## config.mk

```make
export PLATFORM = sky130hd
export DESIGN_NAME = tick_bcd_counter
export DESIGN_NICKNAME = d
export VERILOG_FILES = /design/src/rtl/tick_counter_pkg.sv /design/src/rtl/bcd_digit.sv /design/src/rtl/tick_bcd_counter.sv
export SDC_FILE = /design/constraint.sdc
export NUM_CORES = 1
export LEC_CHECK = 0
export CAP_MARGIN = 20
export CORE_MARGIN = 5
export CORE_UTILIZATION = 54
export DETAILED_ROUTE_END_ITERATION = 8
export PLACE_DENSITY = 0.88
export SLEW_MARGIN = 30
export SYNTH_ARGS = -nofsm -noshare
export SYNTH_HDL_FRONTEND = slang
export SYNTH_SLANG_ARGS = --single-unit
```

## constraint.sdc

```tcl
create_clock -name clk -period 2.5 [get_ports clk]
set_input_delay 0.75 -clock clk [delete_from_list [all_inputs] [get_ports clk]]
set_output_delay 0.75 -clock clk [all_outputs]
set_load 0.05 [all_outputs]
```

## src/rtl/tick_counter_pkg.sv

```systemverilog
// Shared definitions for the tick-driven BCD counter: FSM encoding and
// per-digit BCD constants.
package tick_counter_pkg;

  localparam int unsigned BCD_W = 4;

  localparam logic [BCD_W-1:0] BCD_MAX = 4'd9;
  localparam logic [BCD_W-1:0] BCD_MIN = 4'd0;

  typedef enum logic [1:0] {
    IDLE  = 2'd0,
    RUN   = 2'd1,
    PAUSE = 2'd2
  } state_e;

endpackage

```

## src/rtl/bcd_digit.sv

```systemverilog
// One decimal digit of the counter with up/down stepping and a ripple carry.
// Ports:
//   clk, rst      : clock, synchronous active-high reset
//   clr           : synchronous clear to 0
//   en            : step request (tick for digit 0, lower carry otherwise)
//   dir           : 1 = count up, 0 = count down
//   carry_in      : qualifies en; the digit only steps when both are high
//   digit         : registered digit value, always 0..9
//   carry_out     : combinational; high when this step wraps the digit
module bcd_digit
  import tick_counter_pkg::*;
(
  input  logic             clk,
  input  logic             rst,
  input  logic             clr,
  input  logic             en,
  input  logic             dir,
  input  logic             carry_in,
  output logic [BCD_W-1:0] digit,
  output logic             carry_out
);

  logic [BCD_W-1:0] r_digit;
  logic [BCD_W-1:0] w_digit_nxt;
  logic             w_step;
  logic             w_at_limit;

  assign w_step     = en & carry_in;
  // >= keeps the up path safe even if a corrupt value ever appeared
  assign w_at_limit = dir ? (r_digit >= BCD_MAX) : (r_digit == BCD_MIN);
  assign carry_out  = w_step & w_at_limit;
  assign digit      = r_digit;

  // Next digit value: wrap 9->0 going up, 0->9 going down
  always_comb begin
    w_digit_nxt = r_digit;
    if (w_step) begin
      if (dir) begin
        w_digit_nxt = w_at_limit ? BCD_MIN : BCD_W'(r_digit + BCD_W'(1));
      end else begin
        w_digit_nxt = w_at_limit ? BCD_MAX : BCD_W'(r_digit - BCD_W'(1));
      end
    end
  end

  always_ff @(posedge clk) begin
    if (rst || clr) begin
      r_digit <= BCD_MIN;
    end else begin
      r_digit <= w_digit_nxt;
    end
  end

endmodule

```

## src/rtl/tick_bcd_counter.sv

```systemverilog
// Multi-digit BCD up/down counter advanced by divider ticks, with run/pause
// and clear controlled by rising edges of debounced buttons.
// Ports:
//   clk, rst  : clock, synchronous active-high reset
//   tick      : one-cycle count-enable pulse
//   run_btn   : rising edge toggles run/pause (starts from idle)
//   clr_btn   : rising edge clears the count and returns to idle
//   dir       : 1 = up, 0 = down, sampled on counted ticks
//   bcd       : registered count, digit 0 in bits [3:0]
//   wrap      : one-cycle pulse when the count wraps around
//   running   : registered, high while in RUN
module tick_bcd_counter
  import tick_counter_pkg::*;
#(
  parameter int unsigned NUM_DIGITS = 4
) (
  input  logic                        clk,
  input  logic                        rst,
  input  logic                        tick,
  input  logic                        run_btn,
  input  logic                        clr_btn,
  input  logic                        dir,
  output logic [BCD_W*NUM_DIGITS-1:0] bcd,
  output logic                        wrap,
  output logic                        running
);

  state_e r_state;
  state_e w_state_nxt;
  logic   r_run_q;
  logic   r_clr_q;
  logic   r_wrap;
  logic   r_running;
  logic   w_run_edge;
  logic   w_clr_edge;
  logic   w_count_en;
  logic [NUM_DIGITS-1:0] w_carry;

  assign w_run_edge = run_btn & ~r_run_q;
  assign w_clr_edge = clr_btn & ~r_clr_q;
  // A clear in the same cycle wins over the tick, so the tick is dropped
  assign w_count_en = tick & (r_state == RUN) & ~w_clr_edge;

  assign wrap    = r_wrap;
  assign running = r_running;

  // Next-state: clear has priority, otherwise a run edge toggles
  always_comb begin
    w_state_nxt = r_state;
    if (w_clr_edge) begin
      w_state_nxt = IDLE;
    end else if (w_run_edge) begin
      case (r_state)
        IDLE:    w_state_nxt = RUN;
        RUN:     w_state_nxt = PAUSE;
        PAUSE:   w_state_nxt = RUN;
        default: w_state_nxt = IDLE;
      endcase
    end
  end

  // State, edge-detect history, and registered status outputs
  always_ff @(posedge clk) begin
    if (rst) begin
      r_state   <= IDLE;
      r_run_q   <= 1'b0;
      r_clr_q   <= 1'b0;
      r_wrap    <= 1'b0;
      r_running <= 1'b0;
    end else begin
      r_state   <= w_state_nxt;
      r_run_q   <= run_btn;
      r_clr_q   <= clr_btn;
      // Top digit carries only when every digit was at its limit
      r_wrap    <= w_carry[NUM_DIGITS-1];
      r_running <= (w_state_nxt == RUN);
    end
  end

  // Digit chain: each digit steps on the carry out of the one below it
  for (genvar k = 0; k < NUM_DIGITS; k++) begin : g_digit
    logic w_en;
    if (k == 0) begin : g_lsd
      assign w_en = w_count_en;
    end else begin : g_upper
      assign w_en = w_carry[k-1];
    end

    bcd_digit u_digit (
      .clk       (clk),
      .rst       (rst),
      .clr       (w_clr_edge),
      .en        (w_en),
      .dir       (dir),
      .carry_in  (w_count_en),
      .digit     (bcd[k*BCD_W +: BCD_W]),
      .carry_out (w_carry[k])
    );
  end

endmodule

```

# --- After elaboration in Yosys (flattened, before gate mapping) ---
# Index checks and enable logic that the tools add are counted.
totals:
  input_bits: 6
  wordCells: 64
  output_inout_bits: 18
  ff_bits: 22
classes:
  n_reduce_logical: 7
  n_lt_le_gt_ge: 4
  add_sub_neg: 8
  n_eq_ne: 3
  n_mux: 19
  bitwise_logic: 14
ops:
  columns: ["operator", "n"]
  rows:
  - ["$mux W4", 12]
  - ["$add A4 B1 Y4 const B", 4]
  - ["$ge A4 B4 Y1 const B", 4]
  - ["$logic_not A4 Y1", 4]
  - ["$sub A4 B1 Y4 const B", 4]
  - ["$and A1 B1 Y1", 11]
  - ["$eq A2 B1 Y1 const B", 2]
  - ["$mux W1", 4]
  - ["$mux W2", 2]
  - ["$pmux W2 S2", 1]
  - ["$not A1 Y1", 3]
  - ["$eq A2 B2 Y1 const B", 1]
  - ["$logic_not A2 Y1", 1]
  - ["$reduce_or A2 Y1", 1]
  - ["$logic_or A1 B1 Y1", 1]

# --- Longest topological paths before layout ---
depth:
  depth_word: 11
  mapped_depth: 8

# --- Modules after synthesis ---
# Synthesis repeated with hierarchy kept, for this count alone.
unflattened:
  hier_cells: 185
  hier_area_um2: 1584.0
modules_own_cells:
  columns: ["mod", "cells_each", "n_inst", "area_each_um2", "seq_area_each_um2"]
  rows:
  - ["bcd_digit", 41, 4, 339.1, 80.1]
  - ["tick_bcd_counter", 21, 1, 227.7, 120.1]

# --- Worst setup path after synthesis ---
# Ideal clock, no wire load.
synth_path:
  path_type: "register to register"
  from: "register g_digit[0].u_digit.r_digit[1]"
  to: "register g_digit[2].u_digit.r_digit[0]"
  path_buffers: 1
  required_time_ps: 2385
  slack_ps: 182
  setup_ps: 115
  synth_period_minus_slack_ps: 2318
  stages_incl_launch_ff: 9
  arrival_ps: 2203
  path_cell_list: "dfxtp_1 -> inv_1 -> ha_1 -> or3b_1 -> a31o_2 -> and3_1 -> buf_4 -> o21a_1 -> o21a_1"
synth_between:
  elab_chain_cells: 6
synth_lines:
  columns: ["element", "line_no", "source"]
  rows:
  - ["from (decl)", "bcd_digit.sv:23", "logic [BCD_W-1:0] r_digit;"]
  - ["from (signal assigned)", "bcd_digit.sv:50", "r_digit <= w_digit_nxt;"]
  - ["$ge A4 B4 Y1 / $logic_not A4 Y1 (equally long branches)", "bcd_digit.sv:30", "assign w_at_limit = dir ? (r_digit >= BCD_MAX) : (r_digit == BCD_MIN);"]
  - ["$mux W1 *", "bcd_digit.sv:30", null]
  - ["$and A1 B1 Y1 *", "bcd_digit.sv:31", "assign carry_out = w_step & w_at_limit;"]
  - ["$and A1 B1 Y1 *", "bcd_digit.sv:28", "assign w_step = en & carry_in;"]
  - ["$and A1 B1 Y1 *", "bcd_digit.sv:31", null]
  - ["$and A1 B1 Y1 *", "bcd_digit.sv:28", null]
  - ["to (signal assigned)", "bcd_digit.sv:50", null]
  - ["to (decl)", "bcd_digit.sv:23", null]
# Mark *: on every way between the ends. The rest lies on a longest branch, timed or not.
# A chain may end at the register's enable or synchronous reset.

# --- Worst setup path in the final report ---
layout_path:
  from: "register g_digit[1].u_digit.r_digit[0]"
  to: "output port bcd[4]"
layout_lines:
  columns: ["element", "line_no", "source"]
  rows:
  - ["from (decl)", "bcd_digit.sv:23", null]
  - ["from (signal assigned)", "bcd_digit.sv:50", null]
  - ["to (decl)", "tick_bcd_counter.sv:23", "output logic [BCD_W*NUM_DIGITS-1:0] bcd,"]
# No word-level cell between the ends.

==> reports/qor.csv <==
stage,metric,value,unit
outcome,status,finished clean,
placement,hpwl dp,2800,um
die,# rows,20,
drt,antenna-violating nets left,0,
layout,nets,260,
yosys,most common cell in the synthesized netlist,nor2_1,
critical_path,Worst path depth,1,
critical_path,Worst Setup SP,g_digit[1].u_digit.digit[0],
yosys,Post-synth EDFFs,0,
drt,drt drc,0,
grt,initial antenna violation count,0,
grt,overflow left after global routing,0,
critical_path,kind of end point of the critical path,primary output,
critical_path,r2r setup slk,340,ps
timing,setup TNS,0,ps
critical_path,endpoint of the worst register-to-register path,g_digit[2].u_digit.digit[2],
grt,pin count of the biggest net entering global routing,14,
critical_path,Crit Path Category,reg2out,
critical_path,CP top delay family,buffers and inverters,
timing,Slew Limit Headroom,0.643,
timing,final setup fails,0,
power_and_ir_drop,cell area power density,368,mW/mm2
die,Die H,64.9,um
run,max_cap viols,0,
layout,Multi-input gate area,0.00108,mm2
yosys,Netlist cell types,47,
drt,Initial DRC Count,88,
power_and_ir_drop,Internal Power,569,uW
timing,crit share post-route,0.962,
power_and_ir_drop,clock group share of total power,0.370,
clock_tree,CTS tree,done,
timing,"Hold Vio Cnt, Final",0,
die,Die ar.,0.00422,mm2
power_and_ir_drop,combinational power share,0.148,
yosys,Post-synth top cells,"27 x nor2_1, 22 x dfxtp_1, 15 x a21oi_1",
min_path,Hold Crit Class,reg2reg,
critical_path,Critical-path top delay cell,clkdlybuf4s50_1,
drt,vias,1581,
yosys,Most used DFF post-synth,dfxtp_1,
timing,Worst-Margin Slew,534,ps
yosys,async set-reset flop share out of synthesis,0,
layout,Layout area overhead,25.1,%
drt,Pre-antenna DRT Iters,4,
yosys,top-area cell type share of the netlist area,0.270,
clock_tree,H-tree lvl count,1,
critical_path,WP data arrival,1660,ps
yosys,cell area after synthesis,0.00163,mm2
critical_path,RR Startpoint,g_digit[0].u_digit.digit[0],
critical_path,Worst EP required,1750,ps
timing,"Slew Viols, Final",0,
grt,Total Routing Usage GR,0.185,
critical_path,crit-path max cell delay,860,ps
die,DIE WIDTH,64.9,um
yosys,synth top area cells,"dfxtp_1 27%, ha_1 11%, nor2_1 6.2%, a21oi_1 4.6%, o21ai_0 4.3%",
timing,Achievable Freq,0.416,GHz
clock_tree,clk slew on worst S/H paths,130,ps
layout,layout cell share with drive strength beyond 1,0.130,
grt,first-pass GRT wire length,6490,um
timing,min cycle time layout,2410,ps
die,CORE AREA,0.00298,mm2
yosys,Ys Warns,0,
power_and_ir_drop,Pleak,0.000816,uW
die,I/O pin cnt,24,
clock_tree,setup bufs post-CTS,0,
die,Initial Utilization,0.547,
clock_tree,clock latency on the worst-skew pair,310,ps
drt,final WL,3640,um
yosys,Synth Instances,206,
power_and_ir_drop,Psw,181,uW
clock_tree,CTS Buffer Depth,2,
timing,Setup WS post-layout,94.3,ps
layout,register area,440,um2
power_and_ir_drop,Peak VDD IR,0.000200,V
layout,Filler Cell Count,232,
critical_path,cells on worst reg2reg path,7,
placement,dpl ws,-148,ps
drt,Via density,5.81,
drt,routed len/inst,13.4,um
yosys,synthesized area per cell,7.91,um2
critical_path,"critical path fanouts, max",7,
clock_tree,clk sinks,22,
grt,vias in the first global route,1524,
placement,Port-buffer cells,23,
clock_tree,root buf cell,clkbuf_4,
power_and_ir_drop,register share of total power,0.482,
critical_path,Worst setup endpoint,bcd[4],
timing,RSZ-0062 raised after global routing,false,
critical_path,buffers and inverters on the worst path,1,
yosys,register area share after synthesis,0.270,
yosys,Syn Nets,226,
power_and_ir_drop,Switching Share,0.241,
yosys,Seq cells post-synth,22,
clock_tree,Num CTS Buffers,3,
critical_path,CP cell instances,clkdlybuf4s50_1,
timing,worst clock skew,1.51,ps
layout,ant diodes,0,
critical_path,Worst setup SP type,flip-flop,
placement,Final Wtd Congestion,0.863,
yosys,"area leader, netlist",dfxtp_1,
per-stage QoR:
step,area [um2],power [uW],util,hold slack [ps],instances
final,2040,750,0.685,515,272
after CTS,2030,748,0.682,519,272
after floorplan,1630,439,-,462,206
after global routing,2040,783,0.685,549,272
after detailed placement,1980,479,0.664,498,268
after global placement,1980,476,0.664,477,268
area by class of cell:
class                   count  share of cell area
clock buffers               3              0.0110
clock inverters             1              0.0147
inverters                  13              0.0239
flip-flops and latches     22               0.216
well taps                  33              0.0202
repair buffers             41               0.184
multi-input cells         159               0.530
routing by layer:
| metal | global-route usage | up-vias | routed length, um |
|---|---|---|---|
| met2 | 0.312 | 41 | 1730 |
| li1 | - | 801 | - |
| met3 | 0.0243 | 9 | 153 |
| met5 | 0 | - | 0 |
| met1 | 0.241 | 730 | 1690 |
| met4 | 0.0660 | 0 | 69 |
worst min path at each step:
stage	start	depth (start not counted)	end	slack [ps]
after global placement	r_state[0]	2	r_state[0]	480
after detailed placement	r_state[0]	2	r_state[0]	500
final	r_state[0]	2	r_state[0]	510
after floorplan	r_state[0]	2	r_state[0]	460
after CTS	r_state[0]	2	r_state[0]	520
after global routing	r_state[0]	2	r_state[0]	550
timing repair:
action / 4_1_cts / 5_1_grt
resized for setup: 0 / 4
hold buffers: 0 / 0
setup endpoints to repair: 0 / 4
sequential cells by signal (all words and copies together), names as in the netlist:
name / flops
wrap: 1
running: 1
r_state: 2
g_digit.u_digit.digit: 16
r_run_q: 1
r_clr_q: 1
kinds of logic (layout without fill, tap and decap cells):
logic type               count (synthesis)  count (layout)  share of synthesized area
buffers and inverters                   25              58                     0.0668
adder cells (fa/ha/maj)                 14              14                      0.107
flip-flops                              22              22                      0.270
AO/OA/AOI/OAI                           63              63                      0.268
multiplexers                             1               1                    0.00614
AND/OR/NAND/NOR                         79              79                      0.271
XOR/XNOR                                 2               2                     0.0107
cell usage in the layout (no fill, tap or decap), types with 2 or more instances in the layout:
cell type	instances
nand2b_1	8
o21a_1	5
nand2_1	8
inv_1	13
nor2_1	27
a21oi_1	15
o21ai_0	14
nor3b_1	6
xnor2_1	2
clkdlybuf4s50_1	19
nor2b_1	6
nor3_1	6
or3b_1	2
dlymetal6s2s_1	4
a21boi_0	2
a211oi_1	7
a31o_2	2
clkbuf_4	3
a2111oi_0	2
dfxtp_1	22
o22ai_1	2
buf_4	18
a311oi_1	3
ha_1	14
nand3_1	2
nand4b_1	3
a31oi_1	4
power groups by stage:
| stage | combinational [uW] | sequential, uW | clock, uW |
|---|---|---|---|
| 5_1_grt | 120 | 363 | 300 |
| 6_report | 111 | 362 | 277 |
| 3_3_place_gp | 107 | 369 | 0 |
| 2_1_floorplan | 61.5 | 378 | 0 |
| 3_5_place_dp | 110 | 369 | 0 |
| 4_1_cts | 110 | 362 | 276 |
Power figures use the tool's default switching activity.
